[config.mk]
export PLATFORM = sky130hd
export DESIGN_NAME = ex_mem_stage_flat
export DESIGN_NICKNAME = d
export VERILOG_FILES = /design/src/rtl/ex_mem_pkg.sv /design/src/rtl/ex_mem_if.sv /design/src/rtl/ex_mem_stage_store_align.sv /design/src/rtl/ex_mem_stage.sv /design/src/flat_wrapper.sv
export SDC_FILE = /design/constraint.sdc
export NUM_CORES = 1
export LEC_CHECK = 0
export CAP_MARGIN = 20
export CORE_MARGIN = 5
export CORE_UTILIZATION = 35
export DETAILED_ROUTE_END_ITERATION = 12
export PLACE_DENSITY = 0.64
export SLEW_MARGIN = 15
export SYNTH_ARGS = -nofsm -noshare
export SYNTH_HDL_FRONTEND = slang
export SYNTH_HIERARCHICAL = 1
export SYNTH_SLANG_ARGS = --single-unit
[constraint.sdc]
create_clock -name clk -period 1.4 [get_ports clk]
set_input_delay 0.28 -clock clk [delete_from_list [all_inputs] [get_ports clk]]
set_output_delay 0.28 -clock clk [all_outputs]
set_load 0.02 [all_outputs]
[src/rtl/ex_mem_pkg.sv]
// ex_mem_pkg: shared widths, funct3 size codes and the registered EX/MEM payload.
package ex_mem_pkg;
    localparam int DATA_WIDTH = 32;
    localparam int REG_ADDR_W = 5;
    localparam logic [2:0] F3_B  = 3'b000;
    localparam logic [2:0] F3_H  = 3'b001;
    localparam logic [2:0] F3_W  = 3'b010;
    localparam logic [2:0] F3_BU = 3'b100;
    localparam logic [2:0] F3_HU = 3'b101;
    typedef struct packed {
        logic [DATA_WIDTH-1:0] result;
        logic [DATA_WIDTH-1:0] wdata;
        logic [DATA_WIDTH-1:0] redirect_pc;
        logic [3:0]            wmask;
        logic [REG_ADDR_W-1:0] rd;
        logic                  reg_write;
        logic                  mem_read;
        logic                  mem_write;
        logic [2:0]            funct3;
        logic                  misaligned;
    } ex_mem_payload_t;
endpackage

[src/rtl/ex_mem_if.sv]
// ex_mem_if: EX-side input payload, MEM-side output payload and fetch redirect.
interface ex_mem_if;
    import ex_mem_pkg::*;
    logic                  in_valid, in_ready;
    logic [DATA_WIDTH-1:0] alu_result, pc, imm, rs2_data;
    logic [REG_ADDR_W-1:0] rd;
    logic                  reg_write, mem_read, mem_write;
    logic [2:0]            funct3;
    logic                  branch, jal, jalr, flush;
    logic                  out_valid, out_ready;
    logic [DATA_WIDTH-1:0] out_result, out_wdata;
    logic [3:0]            out_wmask;
    logic [REG_ADDR_W-1:0] out_rd;
    logic                  out_reg_write, out_mem_read, out_mem_write;
    logic [2:0]            out_funct3;
    logic                  out_misaligned, redirect;
    logic [DATA_WIDTH-1:0] redirect_pc;
    modport slave (
        input  in_valid, alu_result, pc, imm, rs2_data, rd, reg_write, mem_read, mem_write,
               funct3, branch, jal, jalr, flush, out_ready,
        output in_ready, out_valid, out_result, out_wdata, out_wmask, out_rd, out_reg_write,
               out_mem_read, out_mem_write, out_funct3, out_misaligned, redirect, redirect_pc
    );
    modport master (
        output in_valid, alu_result, pc, imm, rs2_data, rd, reg_write, mem_read, mem_write,
               funct3, branch, jal, jalr, flush, out_ready,
        input  in_ready, out_valid, out_result, out_wdata, out_wmask, out_rd, out_reg_write,
               out_mem_read, out_mem_write, out_funct3, out_misaligned, redirect, redirect_pc
    );
endinterface

[src/rtl/ex_mem_stage_store_align.sv]
// store_align: lane replication, byte mask and natural-alignment check for loads/stores.
module store_align
    import ex_mem_pkg::*;
(
    input  logic [DATA_WIDTH-1:0] i_rs2,
    input  logic [1:0]            i_addr,
    input  logic [2:0]            i_funct3,
    input  logic                  i_mem_read,
    input  logic                  i_mem_write,
    output logic [DATA_WIDTH-1:0] o_wdata,
    output logic [3:0]            o_wmask,
    output logic                  o_misaligned
);
    logic w_byte, w_half;
    // anything that is not a byte or half access (including illegal codes) behaves as a word
    assign w_byte = i_funct3 == F3_B || i_funct3 == F3_BU;
    assign w_half = i_funct3 == F3_H || i_funct3 == F3_HU;
    assign o_misaligned = (i_mem_read || i_mem_write) &&
                          (w_byte ? 1'b0 : w_half ? i_addr[0] : i_addr != 2'b00);
    assign o_wdata = !i_mem_write ? i_rs2 :
                     w_byte ? {4{i_rs2[7:0]}} : w_half ? {2{i_rs2[15:0]}} : i_rs2;
    assign o_wmask = (!i_mem_write || o_misaligned) ? 4'b0000 :
                     w_byte ? 4'b0001 << i_addr : w_half ? 4'b0011 << {i_addr[1], 1'b0} : 4'b1111;
endmodule

[src/rtl/ex_mem_stage.sv]
// ex_mem_stage: elastic EX->MEM register with branch/jump resolution and store formatting.
module ex_mem_stage
    import ex_mem_pkg::*;
(
    input  logic     clk,
    input  logic     reset,
    ex_mem_if.slave  bus
);
    ex_mem_payload_t       r_pl, w_pl;
    logic                  r_valid, r_redirect;
    logic                  w_accept, w_take, w_mis;
    logic [3:0]            w_wmask;
    logic [DATA_WIDTH-1:0] w_wdata;
    store_align u_align (
        .i_rs2        (bus.rs2_data),
        .i_addr       (bus.alu_result[1:0]),
        .i_funct3     (bus.funct3),
        .i_mem_read   (bus.mem_read),
        .i_mem_write  (bus.mem_write),
        .o_wdata      (w_wdata),
        .o_wmask      (w_wmask),
        .o_misaligned (w_mis)
    );
    assign bus.in_ready = !r_valid || bus.out_ready;
    assign w_accept     = bus.in_valid && bus.in_ready && !bus.flush;
    assign w_take       = bus.jal || bus.jalr || (bus.branch && bus.alu_result[0]);
    always_comb begin
        w_pl             = '0;
        w_pl.result      = (bus.jal || bus.jalr) ? bus.pc + 32'd4 : bus.alu_result;
        w_pl.wdata       = w_wdata;
        w_pl.redirect_pc = bus.jalr ? (bus.alu_result + bus.imm) & ~32'd1 : bus.pc + bus.imm;
        w_pl.wmask       = w_wmask;
        w_pl.rd          = bus.rd;
        w_pl.reg_write   = bus.reg_write;
        w_pl.mem_read    = bus.mem_read && !w_mis;
        w_pl.mem_write   = bus.mem_write && !w_mis;
        w_pl.funct3      = bus.funct3;
        w_pl.misaligned  = w_mis;
    end
    // redirect is a pulse tied to the accepting edge, so a held payload never re-fires it
    always_ff @(posedge clk or negedge reset) begin
        if (!reset) begin
            r_pl       <= '0;
            r_valid    <= 1'b0;
            r_redirect <= 1'b0;
        end else begin
            r_redirect <= w_accept && w_take;
            if (bus.flush) r_valid <= 1'b0;
            else if (w_accept) begin
                r_pl    <= w_pl;
                r_valid <= 1'b1;
            end else if (bus.out_ready) r_valid <= 1'b0;
        end
    end
    assign bus.out_valid      = r_valid;
    assign bus.out_result     = r_pl.result;
    assign bus.out_wdata      = r_pl.wdata;
    assign bus.out_wmask      = r_pl.wmask;
    assign bus.out_rd         = r_pl.rd;
    assign bus.out_reg_write  = r_pl.reg_write;
    assign bus.out_mem_read   = r_pl.mem_read;
    assign bus.out_mem_write  = r_pl.mem_write;
    assign bus.out_funct3     = r_pl.funct3;
    assign bus.out_misaligned = r_pl.misaligned;
    assign bus.redirect       = r_redirect;
    assign bus.redirect_pc    = r_pl.redirect_pc;
endmodule

[src/flat_wrapper.sv]
// flat-port wrapper written by rule: the top's interface ports become plain ports
module ex_mem_stage_flat import ex_mem_pkg::*;
  (clk, reset, bus_in_valid, bus_alu_result, bus_pc, bus_imm, bus_rs2_data, bus_rd, bus_reg_write, bus_mem_read, bus_mem_write, bus_funct3, bus_branch, bus_jal, bus_jalr, bus_flush, bus_out_ready, bus_in_ready, bus_out_valid, bus_out_result, bus_out_wdata, bus_out_wmask, bus_out_rd, bus_out_reg_write, bus_out_mem_read, bus_out_mem_write, bus_out_funct3, bus_out_misaligned, bus_redirect, bus_redirect_pc);
  ex_mem_if bus_i ();
  input  logic clk;
  input  logic reset;
  input wire logic [$bits(bus_i.in_valid)-1:0] bus_in_valid;
  input wire logic [$bits(bus_i.alu_result)-1:0] bus_alu_result;
  input wire logic [$bits(bus_i.pc)-1:0] bus_pc;
  input wire logic [$bits(bus_i.imm)-1:0] bus_imm;
  input wire logic [$bits(bus_i.rs2_data)-1:0] bus_rs2_data;
  input wire logic [$bits(bus_i.rd)-1:0] bus_rd;
  input wire logic [$bits(bus_i.reg_write)-1:0] bus_reg_write;
  input wire logic [$bits(bus_i.mem_read)-1:0] bus_mem_read;
  input wire logic [$bits(bus_i.mem_write)-1:0] bus_mem_write;
  input wire logic [$bits(bus_i.funct3)-1:0] bus_funct3;
  input wire logic [$bits(bus_i.branch)-1:0] bus_branch;
  input wire logic [$bits(bus_i.jal)-1:0] bus_jal;
  input wire logic [$bits(bus_i.jalr)-1:0] bus_jalr;
  input wire logic [$bits(bus_i.flush)-1:0] bus_flush;
  input wire logic [$bits(bus_i.out_ready)-1:0] bus_out_ready;
  output wire logic [$bits(bus_i.in_ready)-1:0] bus_in_ready;
  output wire logic [$bits(bus_i.out_valid)-1:0] bus_out_valid;
  output wire logic [$bits(bus_i.out_result)-1:0] bus_out_result;
  output wire logic [$bits(bus_i.out_wdata)-1:0] bus_out_wdata;
  output wire logic [$bits(bus_i.out_wmask)-1:0] bus_out_wmask;
  output wire logic [$bits(bus_i.out_rd)-1:0] bus_out_rd;
  output wire logic [$bits(bus_i.out_reg_write)-1:0] bus_out_reg_write;
  output wire logic [$bits(bus_i.out_mem_read)-1:0] bus_out_mem_read;
  output wire logic [$bits(bus_i.out_mem_write)-1:0] bus_out_mem_write;
  output wire logic [$bits(bus_i.out_funct3)-1:0] bus_out_funct3;
  output wire logic [$bits(bus_i.out_misaligned)-1:0] bus_out_misaligned;
  output wire logic [$bits(bus_i.redirect)-1:0] bus_redirect;
  output wire logic [$bits(bus_i.redirect_pc)-1:0] bus_redirect_pc;
  assign bus_i.in_valid = bus_in_valid;
  assign bus_i.alu_result = bus_alu_result;
  assign bus_i.pc = bus_pc;
  assign bus_i.imm = bus_imm;
  assign bus_i.rs2_data = bus_rs2_data;
  assign bus_i.rd = bus_rd;
  assign bus_i.reg_write = bus_reg_write;
  assign bus_i.mem_read = bus_mem_read;
  assign bus_i.mem_write = bus_mem_write;
  assign bus_i.funct3 = bus_funct3;
  assign bus_i.branch = bus_branch;
  assign bus_i.jal = bus_jal;
  assign bus_i.jalr = bus_jalr;
  assign bus_i.flush = bus_flush;
  assign bus_i.out_ready = bus_out_ready;
  assign bus_in_ready = bus_i.in_ready;
  assign bus_out_valid = bus_i.out_valid;
  assign bus_out_result = bus_i.out_result;
  assign bus_out_wdata = bus_i.out_wdata;
  assign bus_out_wmask = bus_i.out_wmask;
  assign bus_out_rd = bus_i.out_rd;
  assign bus_out_reg_write = bus_i.out_reg_write;
  assign bus_out_mem_read = bus_i.out_mem_read;
  assign bus_out_mem_write = bus_i.out_mem_write;
  assign bus_out_funct3 = bus_i.out_funct3;
  assign bus_out_misaligned = bus_i.out_misaligned;
  assign bus_redirect = bus_i.redirect;
  assign bus_redirect_pc = bus_i.redirect_pc;
  ex_mem_stage u_core (.clk(clk), .reset(reset), .bus(bus_i));
endmodule
==> flow_summary.ini <==
[cells_and_area]
area_growth_pct = 82.01
antenna_cells = 0
drive_gt1_share_pct = 47.29
fin_cells = 1988
multi_input_area_um2 = 7302
nets = 1856
final_common_cell = buf_4
design_area_um2 = 16330
layout_common_cells = buf_4 (247), nand2_1 (220), dfrtp_1 (113)
fill_cells = 2047
utilization_pct = 64.86
seq_area_um2 = 2854

[clock_network]
clock-root-buffer = clkbuf_16
cts_sinks = 114
clk_pin_slew_ps = 60
clock_latency_ps = 430
cts_buffer_depth = 2
cts_buffers = 17
cts_htree_levels = 4
tritoncts = yes

[drt]
vias_per_cell = 5.147
ant_nets = 0
routed_wirelength_um = 36170
avgRoutedWirePerCell_um = 18.19
first_pass_iters = 5
drtIter0Drc = 589
via_count = 10230
drc = 0

[worst_setup_path]
end_kind = register
critPathKind = in2reg
slowest_delay_ps = 430
rrSetupSlack_ps = -150
start_kind = primary input
timing.critical_path.slowest_stage_cell = a221o_2
cp_cell_sequence = buf_6 > and2_4 > fa_2 > a21o_1 > a221oi_2 > or3_4 > a21oi_4 > a221o_2 > a41oi_2 > xor2_1 > o21ai_0 > a31o_1
cp_data_required_time_ps = 1700
reg2reg_from = u_core/bus.out_valid
r2r_end = u_core/bus.redirect_pc[25]
rr_worst_depth = 5
crit_family = compound AO/OA/AOI/OAI gates
worst_ep_arrival_time_ps = 2770
crit_buf_inv = 1
worstPathMaxFanout = 4

[global_route]
grt_usage_pct = 23.41
grt_pass1_vias = 10530
grt_max_degree = 53
overflow = 0
grt_pass1_wl_um = 54850
antenna_found_initial = 0

[synth]
synth_cell_types = 75
yosysWarnings = 6
synth_edf_count = 0
ys_async_sr_fraction_pct = 100.0
yosysTopAreaCellShare_pct = 31.79
syn_inst = 1103
syn_area_um2 = 8974
ys.flop_type = dfrtp_1
synth_top_area_cell = dfrtp_1
yosysSeqAreaShare_pct = 31.79
avgSynthCellArea_um2 = 8.136
synth_area_leaders = dfrtp_1 (32%), nand2_1 (12%), ha_1 (8.6%), o21ai_0 (6.1%), xnor2_1 (4.8%)
syn-num-nets = 1314
synth_seq_cells = 114

[status]
violations = negative setup slack
status = finished, violations left

[sta]
fin_ws_ps = -1070
fin_crit_sh_pct = 176.4
setup_tns_ps = -26670
hold_viol = 0
tightest_slew_ps = 487.1
finalSetupViolations = 92
rsz0062_at_grt = yes
drv_slew = 0
relSlewSlack_pct = 67.41
fin_crit_ps = 2470
whs_ps = 175.0
fin_skew_ps = 12.16
fmax_mhz = 404.8

[placement]
port_buffers = 261
gp_congestion = 0.9182
dp_cells = 1903
placed_cell_area_um2 = 14180
dpl.hpwl_um = 26370

[floorplanning]
core_region_area_um2 = 25180
dieArea_um2 = 28940
start_util_pct = 35.64
die_h_um = 170.1
rows = 58
die_w_um = 170.1
io_pins = 262

[hold_path]
hp-start = bus_alu_result[4]
hold_depth = 3
hold_class = in2reg
min_to = u_core/bus.out_result[4]

[flow_run]
drv_cap = 0

[pwr]
leakage_uw = 0.007849
ir_drop_mv = 0.5875
powerDensity_nw_per_um2 = 936.8
==> tightest hold or removal path, cell delays in order <==
cell and delay (ps):
buf_6 80, o21ai_0 70, o21ai_0 130
==> cells by family (layout without fill, tap and decap cells) <==
group,count (synthesis),count (layout),synth area share (%)
buf+inv,76,631,4.197
mux,45,45,5.758
flops,114,114,31.79
fa+ha+maj,64,64,9.091
xor+xnor,85,85,8.296
compound gates,285,285,19.62
simple gates,434,434,21.25
==> where the power goes <==
part | switching (µW) | internal [µW]
Sequential | 365 | 3870
Clock | 1880 | 2490
Combinational | 3520 | 3170
Total | 5770 | 9530
==> worst max path at each step <==
| stage | start | endpoint | slack [ps] | depth (start not counted) |
|---|---|---|---|---|
| CTS | bus_imm[0] | u_core/bus.redirect_pc[28] | -1140 | 12 |
| global placement | bus_imm[0] | u_core/bus.redirect_pc[28] | -1820 | 12 |
| global route | bus_alu_result[0] | u_core/bus.redirect_pc[24] | -1110 | 12 |
| detailed placement | bus_imm[0] | u_core/bus.redirect_pc[28] | -1860 | 12 |
| floorplan | bus_alu_result[0] | u_core/bus.redirect_pc[28] | -1250 | 11 |
| finish | bus_alu_result[0] | u_core/bus.redirect_pc[24] | -1070 | 12 |
==> flip-flops by register name, indices dropped and copies added, names as in the netlist <==
register,cells
u_core/bus.redirect_pc,32
u_core/bus.out_wdata,32
u_core/bus.out_mem_write,1
u_core/bus.out_rd,5
u_core/bus.out_result,32
u_core/bus.redirect,1
u_core/bus.out_valid,1
u_core/bus.out_reg_write,1
u_core/bus.out_misaligned,1
u_core/bus.out_mem_read,1
u_core/bus.out_wmask,4
u_core/bus.out_funct3,3
==> cell type report <==
class	count	area share [%]
flip-flops and latches	114	17.47
repair buffers	577	31.23
clock buffers	17	2.605
well taps	330	2.528
clock inverters	15	0.9116
multi-input cells	913	44.71
inverters	22	0.5439
==> synth_stat cells (8+ instances only) <==
master and number:
nand4_1 8, a21o_1 28, xnor2_1 49, mux2i_1 13, a31oi_1 9, o21ai_0 109, clkbuf_1 36, ha_1 62
inv_1 22, xor2_1 36, and2_1 10, and3_1 12, nor2_1 54, nand3_1 25, nand2_1 282, a21oi_1 72
buf_4 10, mux2_2 25, dfrtp_1 114, o21a_1 8
==> layer usage <==
layer	share of wire [%]	GRT usage [%]	vias up
met5	0	0	-
met4	2.0	6.597	0
met3	5.6	4.135	51
met2	50	40.90	331
met1	43	29.74	4917
li1	-	-	4933
==> timing repair <==
item / in CTS / in global routing
cloned: 0 / 5
hold buffers: 1 / 0
buffers inserted: 32 / 26
pin swaps: 91 / 174
resized for setup: 508 / 400
endpoints found under the hold margin: 100 / 0
endpoints found under the setup margin: 211 / 179
==> through the flow <==
step / setup WS, ps / power, µW
3_3_place_gp: -1822 / 10440
2_1_floorplan: -1253 / 7225
5_1_grt: -1115 / 16110
6_report: -1070 / 15300
4_1_cts: -1142 / 14940
3_5_place_dp: -1860 / 10510
No activity file was read; power rests on OpenSTA's default activity.
